===== src/rtl/fft_power_peak_detector_if.sv =====
// FFT bin stream in, per-frame peak/energy result out; master drives the bins and out_ready.
interface fft_power_peak_detector_if #(
  parameter int DATA_WIDTH = 16,
  parameter int ADDR_WIDTH = 8
);
  localparam int PW = 2 * DATA_WIDTH;
  localparam int EW = PW + ADDR_WIDTH;

  logic signed [DATA_WIDTH-1:0] in_real;
  logic signed [DATA_WIDTH-1:0] in_imag;
  logic [ADDR_WIDTH-1:0]        in_addr;
  logic                         in_valid;
  logic                         out_ready;
  logic                         out_valid;
  logic [ADDR_WIDTH-1:0]        peak_bin;
  logic [PW-1:0]                peak_power;
  logic [EW-1:0]                total_energy;
  logic                         seq_err;
  logic                         overrun;
  logic                         frame_active;

  modport master (
    output in_real, in_imag, in_addr, in_valid, out_ready,
    input  out_valid, peak_bin, peak_power, total_energy, seq_err, overrun, frame_active
  );

  modport slave (
    input  in_real, in_imag, in_addr, in_valid, out_ready,
    output out_valid, peak_bin, peak_power, total_energy, seq_err, overrun, frame_active
  );
endinterface


===== src/rtl/fft_power_peak_detector.sv =====
// Per-frame bin power, total energy and peak bin of an FFT stream; result 2 clocks after the last bin.
// Input never stalls; an unread result is overwritten by the next one and flagged with overrun.
module fft_power_peak_detector #(
  parameter int DATA_WIDTH = 16,
  parameter int ADDR_WIDTH = 8,
  parameter int FFT_SIZE   = 2 ** ADDR_WIDTH,
  parameter int SKIP_DC    = 0
) (
  input logic                  clk,
  input logic                  rst_n,
  input logic                  clear,
  fft_power_peak_detector_if.slave bus
);
  localparam int PW = 2 * DATA_WIDTH;
  localparam int EW = PW + ADDR_WIDTH;
  localparam logic [ADDR_WIDTH-1:0] LAST_ADDR = ADDR_WIDTH'(FFT_SIZE - 1);

  typedef enum logic [0:0] {IDLE, COLLECT} state_t;

  typedef struct packed {
    logic                  first;
    logic                  last;
    logic                  err;
    logic [ADDR_WIDTH-1:0] addr;
  } meta_t;

  state_t                state;
  logic [ADDR_WIDTH-1:0] exp_addr;
  logic                  take;
  meta_t                 meta_n;

  logic                         s0_vld;
  logic signed [DATA_WIDTH-1:0] s0_re;
  logic signed [DATA_WIDTH-1:0] s0_im;
  meta_t                        s0_meta;

  logic signed [PW-1:0] re_sq;
  logic signed [PW-1:0] im_sq;
  logic                 s1_vld;
  logic [PW-1:0]        s1_sq;
  meta_t                s1_meta;

  logic [EW-1:0]         acc_energy, energy_n;
  logic [PW-1:0]         acc_peak, peak_n;
  logic [ADDR_WIDTH-1:0] acc_bin, bin_n;
  logic                  acc_err, err_n;
  logic                  publish;

  logic                  out_valid_q;
  logic [ADDR_WIDTH-1:0] peak_bin_q;
  logic [PW-1:0]         peak_power_q;
  logic [EW-1:0]         total_energy_q;
  logic                  seq_err_q;
  logic                  overrun_q;

  // An addr-0 sample always opens a frame, so a restart in COLLECT simply re-tags it as first.
  always_comb begin
    take        = 1'b0;
    meta_n      = '0;
    meta_n.addr = bus.in_addr;
    if (bus.in_valid) begin
      if (bus.in_addr == '0) begin
        take         = 1'b1;
        meta_n.first = 1'b1;
      end else if (state == COLLECT) begin
        take        = 1'b1;
        meta_n.err  = (bus.in_addr != exp_addr);
        meta_n.last = (bus.in_addr == LAST_ADDR);
      end
    end
  end

  always_ff @(posedge clk or negedge rst_n) begin
    if (!rst_n) begin
      state    <= IDLE;
      exp_addr <= '0;
    end else if (clear) begin
      state    <= IDLE;
      exp_addr <= '0;
    end else if (take) begin
      if (meta_n.first) begin
        state    <= COLLECT;
        exp_addr <= ADDR_WIDTH'(1);
      end else begin
        exp_addr <= exp_addr + ADDR_WIDTH'(1);
        if (meta_n.last) state <= IDLE;
      end
    end
  end

  always_ff @(posedge clk or negedge rst_n) begin
    if (!rst_n) begin
      s0_vld  <= 1'b0;
      s0_re   <= '0;
      s0_im   <= '0;
      s0_meta <= '0;
    end else if (clear) begin
      s0_vld  <= 1'b0;
    end else begin
      s0_vld <= take;
      if (take) begin
        s0_re   <= bus.in_real;
        s0_im   <= bus.in_imag;
        s0_meta <= meta_n;
      end
    end
  end

  assign re_sq = s0_re * s0_re;
  assign im_sq = s0_im * s0_im;

  always_ff @(posedge clk or negedge rst_n) begin
    if (!rst_n) begin
      s1_vld  <= 1'b0;
      s1_sq   <= '0;
      s1_meta <= '0;
    end else if (clear) begin
      s1_vld  <= 1'b0;
    end else begin
      s1_vld  <= s0_vld;
      s1_sq   <= $unsigned(re_sq) + $unsigned(im_sq);
      s1_meta <= s0_meta;
    end
  end

  // Strict compare keeps the lowest bin on ties; with SKIP_DC bin 0 seeds the peak at zero.
  always_comb begin
    energy_n = acc_energy + EW'(s1_sq);
    peak_n   = acc_peak;
    bin_n    = acc_bin;
    err_n    = acc_err | s1_meta.err;
    if (s1_meta.first) begin
      energy_n = EW'(s1_sq);
      peak_n   = (SKIP_DC != 0) ? '0 : s1_sq;
      bin_n    = s1_meta.addr;
      err_n    = s1_meta.err;
    end else if (s1_sq > acc_peak) begin
      peak_n = s1_sq;
      bin_n  = s1_meta.addr;
    end
  end

  assign publish = s1_vld && s1_meta.last;

  always_ff @(posedge clk or negedge rst_n) begin
    if (!rst_n) begin
      acc_energy <= '0;
      acc_peak   <= '0;
      acc_bin    <= '0;
      acc_err    <= 1'b0;
    end else if (clear) begin
      acc_energy <= '0;
      acc_peak   <= '0;
      acc_bin    <= '0;
      acc_err    <= 1'b0;
    end else if (s1_vld) begin
      acc_energy <= energy_n;
      acc_peak   <= peak_n;
      acc_bin    <= bin_n;
      acc_err    <= err_n;
    end
  end

  always_ff @(posedge clk or negedge rst_n) begin
    if (!rst_n) begin
      out_valid_q    <= 1'b0;
      peak_bin_q     <= '0;
      peak_power_q   <= '0;
      total_energy_q <= '0;
      seq_err_q      <= 1'b0;
      overrun_q      <= 1'b0;
    end else if (clear) begin
      out_valid_q    <= 1'b0;
      peak_bin_q     <= '0;
      peak_power_q   <= '0;
      total_energy_q <= '0;
      seq_err_q      <= 1'b0;
      overrun_q      <= 1'b0;
    end else if (publish) begin
      out_valid_q    <= 1'b1;
      overrun_q      <= out_valid_q && !bus.out_ready;
      peak_bin_q     <= bin_n;
      peak_power_q   <= peak_n;
      total_energy_q <= energy_n;
      seq_err_q      <= err_n;
    end else if (out_valid_q && bus.out_ready) begin
      out_valid_q <= 1'b0;
      overrun_q   <= 1'b0;
    end
  end

  assign bus.out_valid    = out_valid_q;
  assign bus.peak_bin     = peak_bin_q;
  assign bus.peak_power   = peak_power_q;
  assign bus.total_energy = total_energy_q;
  assign bus.seq_err      = seq_err_q;
  assign bus.overrun      = overrun_q;
  assign bus.frame_active = (state == COLLECT);
endmodule


===== src/flat_wrapper.sv =====
// flat-port wrapper written by rule: the top's interface ports become plain ports
module fft_power_peak_detector_flat 
#(
  parameter int DATA_WIDTH = 16,
  parameter int ADDR_WIDTH = 8,
  parameter int FFT_SIZE   = 2 ** ADDR_WIDTH,
  parameter int SKIP_DC    = 0
)
  (clk, rst_n, clear, bus_in_real, bus_in_imag, bus_in_addr, bus_in_valid, bus_out_ready, bus_out_valid, bus_peak_bin, bus_peak_power, bus_total_energy, bus_seq_err, bus_overrun, bus_frame_active);
  fft_power_peak_detector_if #(.DATA_WIDTH(DATA_WIDTH), .ADDR_WIDTH(ADDR_WIDTH)) bus_i ();
  input logic clk;
  input logic rst_n;
  input logic clear;
  input wire logic [$bits(bus_i.in_real)-1:0] bus_in_real;
  input wire logic [$bits(bus_i.in_imag)-1:0] bus_in_imag;
  input wire logic [$bits(bus_i.in_addr)-1:0] bus_in_addr;
  input wire logic [$bits(bus_i.in_valid)-1:0] bus_in_valid;
  input wire logic [$bits(bus_i.out_ready)-1:0] bus_out_ready;
  output wire logic [$bits(bus_i.out_valid)-1:0] bus_out_valid;
  output wire logic [$bits(bus_i.peak_bin)-1:0] bus_peak_bin;
  output wire logic [$bits(bus_i.peak_power)-1:0] bus_peak_power;
  output wire logic [$bits(bus_i.total_energy)-1:0] bus_total_energy;
  output wire logic [$bits(bus_i.seq_err)-1:0] bus_seq_err;
  output wire logic [$bits(bus_i.overrun)-1:0] bus_overrun;
  output wire logic [$bits(bus_i.frame_active)-1:0] bus_frame_active;
  assign bus_i.in_real = bus_in_real;
  assign bus_i.in_imag = bus_in_imag;
  assign bus_i.in_addr = bus_in_addr;
  assign bus_i.in_valid = bus_in_valid;
  assign bus_i.out_ready = bus_out_ready;
  assign bus_out_valid = bus_i.out_valid;
  assign bus_peak_bin = bus_i.peak_bin;
  assign bus_peak_power = bus_i.peak_power;
  assign bus_total_energy = bus_i.total_energy;
  assign bus_seq_err = bus_i.seq_err;
  assign bus_overrun = bus_i.overrun;
  assign bus_frame_active = bus_i.frame_active;
  fft_power_peak_detector #(.DATA_WIDTH(DATA_WIDTH), .ADDR_WIDTH(ADDR_WIDTH), .FFT_SIZE(FFT_SIZE), .SKIP_DC(SKIP_DC)) u_core (.clk(clk), .rst_n(rst_n), .clear(clear), .bus(bus_i));
endmodule

===== config.mk =====
export PLATFORM = sky130hd
export DESIGN_NAME = fft_power_peak_detector_flat
export DESIGN_NICKNAME = d
export VERILOG_FILES = /design/src/rtl/fft_power_peak_detector_if.sv /design/src/rtl/fft_power_peak_detector.sv /design/src/flat_wrapper.sv
export SDC_FILE = /design/constraint.sdc
export NUM_CORES = 2
export LEC_CHECK = 0
export BUFFER_PORTS_ARGS = -buffer_cell sky130_fd_sc_hd__buf_2
export CORE_MARGIN = 5
export CORE_UTILIZATION = 45
export CTS_CLUSTER_SIZE = 30
export DETAILED_ROUTE_END_ITERATION = 8
export HOLD_SLACK_MARGIN = 0.15
export PLACE_DENSITY = 0.61
export SYNTH_ARGS = -nofsm -noshare
export SYNTH_HDL_FRONTEND = slang
export SYNTH_SLANG_ARGS = --single-unit
export TNS_END_PERCENT = 20

===== constraint.sdc =====
create_clock -name clk -period 8.65 [get_ports clk]
set_input_delay 1.2975 -clock clk [delete_from_list [all_inputs] [get_ports clk]]
set_output_delay 1.2975 -clock clk [all_outputs]
set_load 0.005 [all_outputs]

=== Yosys cells after proc, flatten, opt, wreduce, memory -nomap -nowiden ===
Cells that the tools add are included.

* Input port bits: 45
* Logic and storage cells: 90
* Register bits: 261

* Magnitude comparators: 1
* Reduce and logical (&&, ||, !) cells: 12
* Add/subtract/negate cells: 3
* Muxes and demuxes: 43
* Bitwise operators: 2
* $mul: 2
* Equality and inequality tests: 2

{| class="wikitable"
|+ Operators with widths
! kind !! number
|-
| two-way mux 40 bit || 5
|-
| two-way mux 32 bit || 6
|-
| two-way mux 8 bit || 9
|-
| multiplier 16 x 16 -> 32 bit || 2
|-
| adder 40 x 32 -> 40 bit || 1
|-
| adder 32 bit || 1
|-
| > comparator 32 bit || 1
|-
| two-way mux 1 bit || 20
|-
| adder 8 x 1 -> 8 bit (second input constant) || 1
|-
| == test 8 bit (second input constant) || 1
|-
| logical NOT 8 bit || 1
|-
| inequality test 8 bit || 1
|-
| nonzero test 2 bit || 3
|-
| nonzero test 3 bit || 2
|-
| two-way mux 2 bit || 2
|-
| AND reduction 2 bit || 2
|-
| logical AND 1 bit || 3
|-
| two-way mux 3 bit || 1
|-
| logical NOT 1 bit || 1
|-
| inverter 1 bit || 1
|-
| OR 1 bit || 1
|}

=== Logic depth before layout (Yosys ltp) ===
* Depth after elaboration: 8
* Mapped depth: 27
* Depth with buffers taken out: 25

=== Worst setup path after synthesis ===
No wires, ideal clock.

* Kind: register to register
* From: register u_core.s0_im[15]
* To: register u_core.s1_sq[31]
* Library setup time: 135 ps
* Period minus slack after synthesis: 7105 ps
* Setup slack: 1545 ps
* Stages on the path, launching flop included: 24
* Arrival: 6970 ps
* Cells stage by stage: dfrtp_1 > clkbuf_1 > clkbuf_1 > nand2_1 > fa_1 > fa_1 > inv_1 > fa_1 > fa_1 > fa_1 > fa_1 > fa_1 > inv_1 > fa_1 > inv_1 > ha_1 > a21o_1 > a21oi_1 > nor2b_1 > a2111o_1 > o221ai_1 > o21ai_0 > xnor2_1 > o21ai_0

* Cells in the longest elaborated chain, start to end: 2

{| class="wikitable"
|+ Ends and longest elaborated chain
! what !! line !! source
|-
| start, declared || fft_power_peak_detector.sv:34 || <nowiki>logic signed [DATA_WIDTH-1:0] s0_im;</nowiki>
|-
| start signal, assigned || fft_power_peak_detector.sv:103 || <nowiki>s0_im <= bus.in_imag;</nowiki>
|-
| multiplier 16 x 16 -> 32 bit || fft_power_peak_detector.sv:110 || <nowiki>assign im_sq = s0_im * s0_im;</nowiki>
|-
| adder 32 bit || fft_power_peak_detector.sv:121 || <nowiki>s1_sq <= $unsigned(re_sq) + $unsigned(im_sq);</nowiki>
|-
| end signal, assigned || fft_power_peak_detector.sv:121 ||
|-
| end, declared || fft_power_peak_detector.sv:40 || <nowiki>logic [PW-1:0] s1_sq;</nowiki>
|}

Every way passes these cells.
A chain may end at the register's enable or synchronous reset.

=== Worst setup path after layout ===
* From: register u_core.s0_im[10]
* To: register u_core.s1_sq[31]

Same word-level chain as after synthesis.

==> summary.txt <==
Status
  • Status: finished, final reports clean

Cells and area
  • Net count, final: slightly above 4k
  • FILL cells: between 6k and 7k
  • Share of layout cells above drive strength 1: 0.0887
  • Most common cell after layout, fill and taps aside: inv_1
  • Synth-to-layout area growth: 8.81%
  • Fin area: about 34000 µm²
  • Commonest cells after routing, fill and taps aside: 658 x inv_1, 522 x fa_1, 270 x nand2_1
  • # diodes: 0

Routing
  • DR WL/cell: between 15 and 20 µm
  • Remaining DRCs: 0
  • Final wirelength: slightly below 80 mm
  • Antenna-violating nets left: 0
  • Vias per inst: 5.25
  • DRT iter0 DRCs: 1521
  • DR vias: between 20k and 25k
  • DRT Pass-1 Iters: 5

Yosys
  • #FFs+latches synth: about 260
  • Post-synth EDFFs: 0
  • Cell area after synthesis: about 32000 µm²
  • XOR/XNOR Fraction of Synth Area: 0.0264
  • Sequential share of the synthesized area: 0.207
  • Adder-Cell Fraction of Synth Area: 0.416
  • Compound-gate portion of the synthesized area: 0.102
  • Avg Synthesized Cell Area: 9.80 µm²
  • Ys async rst share: 1.00
  • Simple-gate portion of the synthesized area: 0.117
  • Mapped Cells: between 3k and 4k
  • Main combinational cell family by area after synthesis: adder cells
  • Post-Syn Nets: 3999
  • Dominant synthesized flop cell: dfrtp_1
  • Synth Warn #: 0
  • Synth cell types: 78
  • Mux cell area share after synthesis: 0.0344

Timing
  • Max Fclk: between 100 and 150 MHz
  • Slew Limit Fails: 0
  • Setup TNS: 0 ns
  • Final Critical Period: around 8.1 ns
  • Setup Skew: between 0.015 and 0.02 ns
  • Part of the cycle the worst path needs: 0.931
  • RSZ-0062 raised after global routing: false
  • Setup violators final: 0
  • Hold Violations, Final: 0
  • Worst Max-Slew Pin Slew: 0.968 ns
  • Max_slew headroom: 0.354

Placement
  • DP Area: approximately 33000 µm²
  • RePlAce Congestion: about 0.92
  • Post-DP HPWL: between 60 and 70 mm
  • I/O Buffers: 128

Floorplan
  • Die X: approximately 270 µm
  • I/O pin count: between 100 and 150
  • Core box area: 69800 µm²
  • Die area: 75500 µm²
  • Chip height: between 200 and 300 µm
  • Initial Util: 0.452
  • Std cell rows: 97

Clock network
  • Total CTS buffers: 34
  • H-tree levels: 2
  • # hold bufs at CTS: 0
  • CTS root buf: clkbuf_16
  • Setup repair bufs after CTS: 0
  • Cts repair resizes: 0
  • Worst-path clk slew: about 0.060 ns
  • CTS tree: yes
  • Clock sinks: roughly 260
  • Worst skew pair latency: 0.56 ns
  • Clock Path Buffers: 3

Global route
  • Largest net degree at the start of global routing: ~130
  • Gr usage total: 0.216
  • Total congestion overflow: 0
  • Number of global-route vias before repair: between 20k and 25k
  • First-pass GRT wire length: approximately 130 mm
  • Initial antenna violation count: 1

Min path
  • Hold worst-path end: u_core.bus.total_energy[35]
  • Hold Path Cell Cnt: 2
  • Worst hold-check path type: flip-flop to flip-flop
  • Hold wc startpoint: u_core.bus.total_energy[35]

Critical path
  • Worst EP required: 9.12 ns
  • WS Path Type: flip-flop to flip-flop
  • Reg2Reg Depth: 25
  • Crit path arrival time: between 8 and 9 ns
  • R2R Path End: u_core.s1_sq[31]
  • Reg2Reg Setup Slack: 0.59 ns
  • Launch point of the worst reg-to-reg path: u_core.s0_im[10]
  • CP Capture Type: flip-flop
  • CP max FO: 12
  • Crit start category: flip-flop

Run
  • Max-Cap Viols: 0
[layer usage]
layer  routed length [µm]  vias to the layer above  GRT usage
met4                 3250                        2     0.0767
met5                   13                        -          0
met2                38300                      491      0.361
met1                33300                    11400      0.289
li1                     -                    10300          -
met3                 4060                      144     0.0304
[flip-flops by register name, summed over array words and instances, names as in the netlist, 8 cells and up]
signal                   flops
u_core.s1_sq                32
u_core.acc_bin               8
u_core.acc_energy           40
u_core.s0_im                16
u_core.s0_re                16
u_core.bus.peak_bin          8
u_core.s1_meta              11
u_core.acc_peak             32
u_core.bus.total_energy     40
u_core.s0_meta              11
u_core.bus.peak_power       32
u_core.exp_addr              8
[per-stage QoR]
step,hold WS [ns],worst slack [ns],util,std cells
3_3_place_gp,0.445,0.839,0.475,4184
4_1_cts,0.482,0.651,0.492,4245
3_5_place_dp,0.465,0.659,0.475,4184
2_1_floorplan,0.439,1.55,-,3218
5_1_grt,0.503,0.170,0.492,4245
6_report,0.473,0.594,0.492,4245
[worst max-delay path, cell delays in order, from the launching register on]
cell	delay [ns]
dfrtp_1	0.57
inv_1	0.28
nor2_1	0.21
inv_1	0.07
fa_1	0.46
fa_1	0.54
inv_1	0.05
fa_1	0.50
inv_1	0.05
fa_1	0.53
inv_1	0.05
fa_1	0.50
fa_1	0.43
fa_1	0.49
inv_1	0.05
fa_1	0.51
inv_1	0.05
ha_1	0.22
nor3_1	0.29
o21ai_0	0.24
a41oi_1	0.54
o21ai_0	0.44
o221ai_1	0.43
o21ai_0	0.18
xnor2_1	0.14
o21ai_0	0.15
[cells by family (layout without fill, tap and decap cells)]
kind of cell             count (synthesis)  in the layout
AO/OA/AOI/OAI                          474            474
buffers and inverters                  798            885
multiplexers                           103            103
adder cells (fa/ha/maj)                736            736
flip-flops                             261            261
AND/OR/NAND/NOR                        751            751
XOR/XNOR                                95             95
[synthesized netlist by cell type, drive strengths merged, types with 59 or more instances]
cell type	instances	area share
ha	214	0.085
dfrtp	261	0.21
clkbuf	123	0.015
xnor2	70	0.019
nand2b	99	0.020
o21ai	106	0.017
inv	658	0.078
a21oi	78	0.013
a211oi	82	0.020
mux2i	59	0.019
nand2	271	0.032
nor2	137	0.016
and2	105	0.021
fa	522	0.33
[final cells by class]
type | instances | area (µm²) | share of cell area
clock buffer | 41 | 897 | 0.0262
clock inverter | 20 | 241 | 0.00704
inverter | 659 | 2470 | 0.0721
multi-input combinational | 2159 | 22000 | 0.642
sequential | 261 | 6530 | 0.190
tap | 940 | 1180 | 0.0343
timing repair buffer | 165 | 947 | 0.0276
[worst max path at each step]
stage	from	endpoint	slack, ns	depth (start not counted)
final	u_core.s0_im[10]	u_core.s1_sq[31]	0.59	25
after global routing	u_core.s0_im[10]	u_core.s1_sq[29]	0.17	25
after CTS	u_core.s0_im[10]	u_core.s1_sq[31]	0.65	25
after detailed placement	u_core.s0_im[10]	u_core.s1_sq[31]	0.66	25
after global placement	u_core.s0_im[10]	u_core.s1_sq[29]	0.84	25
after floorplan	u_core.s0_im[15]	u_core.s1_sq[31]	1.55	23
Power is left out: the tool's default activity adds up to more than one toggle a clock period on the data nets, which glitch-free logic cannot reach.
